`config.mk`:
```
export PLATFORM = sky130hd
export DESIGN_NAME = d_reg_pipe
export DESIGN_NICKNAME = d
export VERILOG_FILES = /design/src/rtl/d_reg_pkg.sv /design/src/rtl/d_reg_stage.sv /design/src/rtl/d_reg_pipe.sv
export SDC_FILE = /design/constraint.sdc
export NUM_CORES = 1
export LEC_CHECK = 0
export BUFFER_PORTS_ARGS = -buffer_cell sky130_fd_sc_hd__buf_2
export CORE_MARGIN = 3
export CORE_UTILIZATION = 55
export CTS_CLUSTER_SIZE = 20
export DETAILED_ROUTE_END_ITERATION = 8
export MAX_ROUTING_LAYER = met4
export PLACE_DENSITY = 0.8
export REMOVE_ABC_BUFFERS = 1
export SLEW_MARGIN = 10
export SYNTH_ARGS = -nofsm -noshare
export SYNTH_HDL_FRONTEND = slang
export SYNTH_SLANG_ARGS = --single-unit
```
`constraint.sdc`:
```
create_clock -name CLK -period 2.47 [get_ports CLK]
set_clock_uncertainty 0.1 [all_clocks]
set_input_delay 0.494 -clock CLK [delete_from_list [all_inputs] [get_ports CLK]]
set_output_delay 0.494 -clock CLK [all_outputs]
set_load 0.01 [all_outputs]
```
`src/rtl/d_reg_pkg.sv`:
```
// Shared constants and helpers for the d_reg_pipe register pipeline.
package d_reg_pkg;

    // Default geometry and reset contents of the pipeline.
    localparam int DEF_WIDTH     = 8;
    localparam int DEF_DEPTH     = 4;
    localparam int DEF_RESET_VAL = 0;

    // Bits needed to count 0..depth valid stages (never less than one bit).
    function automatic int occ_width(input int depth);
        int w;
        w = $clog2(depth + 1);
        if (w < 1) begin
            w = 1;
        end
        return w;
    endfunction

endpackage

```
`src/rtl/d_reg_stage.sv`:
```
// One pipeline stage: valid bit, data register and take/advance decision.
module d_reg_stage
    import d_reg_pkg::*;
#(
    parameter int                 WIDTH     = DEF_WIDTH,
    parameter logic [WIDTH-1:0]   RESET_VAL = WIDTH'(DEF_RESET_VAL)
) (
    input  logic             CLK,
    input  logic             SYNC_RESET_N,
    input  logic             FLUSH,
    input  logic             prev_valid,
    input  logic [WIDTH-1:0] prev_data,
    input  logic             down_ready,
    output logic             stage_valid,
    output logic [WIDTH-1:0] stage_data,
    output logic             stage_take
);

    logic             valid_reg;
    logic [WIDTH-1:0] data_reg;

    // The stage can take a new word when it is empty or its word is leaving.
    always_comb begin
        stage_take = !valid_reg || down_ready;
    end

    // Valid/data update; data only loads when a real word arrives so
    // invalid slots never toggle the data register.
    always_ff @(posedge CLK) begin
        if (!SYNC_RESET_N) begin
            valid_reg <= 1'b0;
            data_reg  <= RESET_VAL;
        end else if (FLUSH) begin
            valid_reg <= 1'b0;
        end else if (stage_take) begin
            valid_reg <= prev_valid;
            if (prev_valid) begin
                data_reg <= prev_data;
            end
        end
    end

    assign stage_valid = valid_reg;
    assign stage_data  = data_reg;

endmodule

```
`src/rtl/d_reg_pipe.sv`:
```
// Elastic register pipeline of DEPTH stages with valid/ready handshake,
// bubble collapse, synchronous flush and a registered occupancy count.
module d_reg_pipe
    import d_reg_pkg::*;
#(
    parameter int                 WIDTH     = DEF_WIDTH,
    parameter int                 DEPTH     = DEF_DEPTH,
    parameter logic [WIDTH-1:0]   RESET_VAL = WIDTH'(DEF_RESET_VAL)
) (
    input  logic                            CLK,
    input  logic                            SYNC_RESET_N,
    input  logic                            FLUSH,
    input  logic                            IN_VALID,
    output logic                            IN_READY,
    input  logic [WIDTH-1:0]                D,
    output logic                            OUT_VALID,
    input  logic                            OUT_READY,
    output logic [WIDTH-1:0]                Q,
    output logic [occ_width(DEPTH)-1:0]     OCCUPANCY
);

    localparam int OCC_W = occ_width(DEPTH);

    logic             in_xfer;
    logic             out_xfer;
    logic [OCC_W-1:0] occ_reg;
    logic [OCC_W-1:0] occ_next;

    // Stage chain: each stage looks at its upstream neighbour for data and
    // at its downstream neighbour's take signal for permission to advance.
    genvar gi;
    generate
        for (gi = 0; gi < DEPTH; gi = gi + 1) begin : g_stage
            logic             stage_valid;
            logic [WIDTH-1:0] stage_data;
            logic             stage_take;
            logic             prev_valid;
            logic [WIDTH-1:0] prev_data;
            logic             down_ready;

            if (gi == 0) begin : g_first
                assign prev_valid = IN_VALID;
                assign prev_data  = D;
            end else begin : g_mid
                assign prev_valid = g_stage[gi-1].stage_valid;
                assign prev_data  = g_stage[gi-1].stage_data;
            end

            if (gi == DEPTH - 1) begin : g_last
                assign down_ready = OUT_READY;
            end else begin : g_inner
                assign down_ready = g_stage[gi+1].stage_take;
            end

            d_reg_stage #(
                .WIDTH     (WIDTH),
                .RESET_VAL (RESET_VAL)
            ) u_stage (
                .CLK          (CLK),
                .SYNC_RESET_N (SYNC_RESET_N),
                .FLUSH        (FLUSH),
                .prev_valid   (prev_valid),
                .prev_data    (prev_data),
                .down_ready   (down_ready),
                .stage_valid  (stage_valid),
                .stage_data   (stage_data),
                .stage_take   (stage_take)
            );
        end
    endgenerate

    // Handshake outputs; FLUSH hides the output word and refuses input.
    always_comb begin
        IN_READY  = g_stage[0].stage_take && !FLUSH;
        OUT_VALID = g_stage[DEPTH-1].stage_valid && !FLUSH;
        Q         = g_stage[DEPTH-1].stage_data;
        in_xfer   = IN_VALID && IN_READY;
        out_xfer  = OUT_VALID && OUT_READY;
    end

    // Occupancy next value from the two transfer strobes.
    always_comb begin
        occ_next = occ_reg;
        if (FLUSH) begin
            occ_next = '0;
        end else begin
            case ({in_xfer, out_xfer})
                2'b10:   occ_next = occ_reg + OCC_W'(1);
                2'b01:   occ_next = occ_reg - OCC_W'(1);
                default: occ_next = occ_reg;
            endcase
        end
    end

    // Occupancy register.
    always_ff @(posedge CLK) begin
        if (!SYNC_RESET_N) begin
            occ_reg <= '0;
        end else begin
            occ_reg <= occ_next;
        end
    end

    assign OCCUPANCY = occ_reg;

endmodule

```
==> flow_summary.toml <==
[sta]
fmax_ghz = 0.452
worstMarginPinSlew_ns = 0.559
hold_ws_ns = 0.281
post-route-period-util_pct = 89.6
unrepaired_setup_endpoints_after_global_routing = "false"
drv_slew = 0
hold_viol = 0
timing.final.ws_setup_ns = 0.257
relSlewSlack_pct = 62.7
fin_crit_ns = 2.21
setup-violations-final = 0
setup_tns_ns = 0

[routing]
dr_total_vias = 1314
routed_via_density = 5.50
route.detailed.wl_per_inst_um = 12.9
drt_first_pass_iters = 4
drt_drc_violations_left = 0
first_iter_violations = 58
postRouteWirelength_mm = 3.08
route.antenna.remaining_nets = 0

[place]
placement.io_buffers = 25
placed_cell_area_um2 = 1770
placed_cell_count = 231
worst_setup_slack_before_clock_tree_synthesis_ns = 0.0250
dp_hpwl_mm = 2.26
gp_congestion = 0.780

[critical_path]
cp.required_ns = 2.65
timing_worst_setup_path_type = "flop to flop"
cp_data_arrival_time_ns = 2.39
cp-start-kind = "flop"
worst_r2r_path_depth = 8
worstSetupEndpointType = "flop"
critPathMaxFanout = 7

[grt]
vias_in_the_first_global_route = 1156
first_pass_grt_wire_length_mm = 4.97
antenna_violations_before_repair = 0
grt-ovfl-total = 0
grt_start_max_net_pins = 27
grt_util_all_layers_pct = 18.8

[power]
cellLeakagePower_nw = 0.717
total_power_mw = 1.12
internal-power_mw = 0.880
power_density_nw_per_um2 = 606
p_sw_mw = 0.243
clockPowerShare_pct = 37.3
swShare_pct = 21.6
share_seq_of_total_power_pct = 57.4
peakVddDrop_mv = 0.501
power.combinational.fraction_pct = 5.3

[clock_network]
clk_pin_slew_worst_paths_ns = 0.11
cts.htree.levels = 2
cts_repair_resize_count = 0
cts_made_buffers = 5
number_of_buffers_added_for_setup_after_cts = 0
ctsLongestPathBuffers = 2
holdBufCountCts = 0
tritoncts = "done"
clock_tree.root_cell = "clkbuf_4"
cts_sinks = 39
insertion_delay_ns = 0.34

[die]
full_die_area_um2 = 3690
floorplan.initialDensity_pct = 58.7
design.portCount = 26
coreArea_um2 = 2810
fp-row-count = 19
die_y_um = 60.7
die_w_um = 60.7

[yosys]
yosys_register_bits = 39
count_of_warnings_emitted_by_yosys = 0
asr_flop_ratio_synth_pct = 0
synth-edff-count = 0
syn_avg_cell_area_um2 = 8.91
postSynth.topFlopCell = "dfxtp_1"
synth_cell_types = 27
sequential_share_of_the_synthesized_area_pct = 47.4
syn-instance-count = 185
syn_area_um2 = 1650

[cells_and_area]
final_core_utilization_pct = 66.0
synthToLayoutAreaGrowth_pct = 12.4
nNetsFinal = 222
layout-drive-gt1-share_pct = 18.3
multi_input_comb_area_um2 = 800
antennaDiodeCount = 0
layout.filler_cells = 271
seqCellArea_um2 = 781
layout.cells.most_common_list = "dfxtp_1, buf_2, nand3_1, o21ai_1, a21boi_1"
final_cell_count_no_fill = 239
layout.cell_area.non_filler_um2 = 1850
final_common_cell = "dfxtp_1"

[job]
cap_violations = 0

[hold_path]
hold_path_class = "input pin to flop"
worstHoldPathCells = 3

[run_status]
run_status = "finished, final reports clean"
==> Yosys cell counts, types with 3 or more instances <==
cell / number / share of area, %
nor2_1: 9 / 2.0
nand2b_1: 6 / 2.3
mux2i_1: 9 / 5.5
nand3_1: 24 / 7.3
a21boi_1: 24 / 11
a21oi_1: 3 / 0.91
nand2_1: 16 / 3.6
clkbuf_1: 8 / 1.8
dfxtp_1: 39 / 47
buf_2: 3 / 0.91
o21ai_1: 24 / 7.3
nor2b_1: 5 / 1.9
==> area by class of cell <==
cell class                      instances  share of cell area [%]
Clock buffer                            5                    2.03
Clock inverter                          3                    2.36
Inverter                                1                   0.203
Multi-Input combinational cell        132                    43.2
Sequential cell                        39                    42.2
Tap cell                               31                    2.09
Timing Repair Buffer                   28                    7.97
==> critical path: stages, from the launching register on <==
cell	delay, ns
dfxtp_1	0.39
and4b_1	0.24
a21oi_2	0.19
inv_2	0.04
ha_1	0.22
fa_1	0.39
xnor2_1	0.14
or3_1	0.30
a21oi_1	0.13
==> sequential cells by signal, summed over array words and instances, names as in the netlist <==
register / cells
g_stage.u_stage.stage_data: 32
OCCUPANCY: 3
g_stage.u_stage.stage_valid: 4
==> metal layers <==
metal  vias up  global-route usage (%)  share of wire (%)  routed length [µm]
li1        686                       -                  -                   -
met1       591                    20.1                 44                1340
met2        30                    31.8                 49                1520
met3         7                    6.81                5.3                 164
met4         0                    7.12                1.7                  53
met5         -                       -                  0                   0
==> kinds of logic (layout without fill, tap and decap cells) <==
family / Yosys count / after routing / synth area share [%]
AND/OR/NAND/NOR: 66 / 66 / 20.0
AO/OA/AOI/OAI: 53 / 53 / 20.0
flip-flops: 39 / 39 / 47.4
buffers and inverters: 14 / 37 / 4.10
multiplexers: 9 / 9 / 5.47
adder cells (fa/ha/maj): 2 / 2 / 1.97
XOR/XNOR: 2 / 2 / 1.06
==> path summary, 6_finish.rpt <==
| kind | start | endpoint | slack, ns |
|---|---|---|---|
| max | g_stage[2].u_stage.stage_valid$_SDFFE_PP0P_ | OCCUPANCY[2]$_SDFFE_PP0P_ | 0.26 |
| min reg2reg | g_stage[0].u_stage.stage_data[0]$_SDFFE_PN0P_ | g_stage[0].u_stage.stage_data[0]$_SDFFE_PN0P_ | 0.37 |
| max reg2reg | g_stage[2].u_stage.stage_valid$_SDFFE_PP0P_ | OCCUPANCY[2]$_SDFFE_PP0P_ | 0.26 |
| min | D[6] | g_stage[0].u_stage.stage_data[6]$_SDFFE_PN0P_ | 0.28 |
==> power by group through the flow <==
| stage | clock network (mW) | registers [mW] | logic (mW) |
|---|---|---|---|
| floorplan | 0 | 0.657 | 0.0320 |
| global placement | 0 | 0.658 | 0.0570 |
| detailed placement | 0 | 0.658 | 0.0591 |
| CTS | 0.432 | 0.644 | 0.0599 |
| global route | 0.466 | 0.645 | 0.0662 |
| finish | 0.419 | 0.644 | 0.0598 |
(Power assumes the default switching activity.)
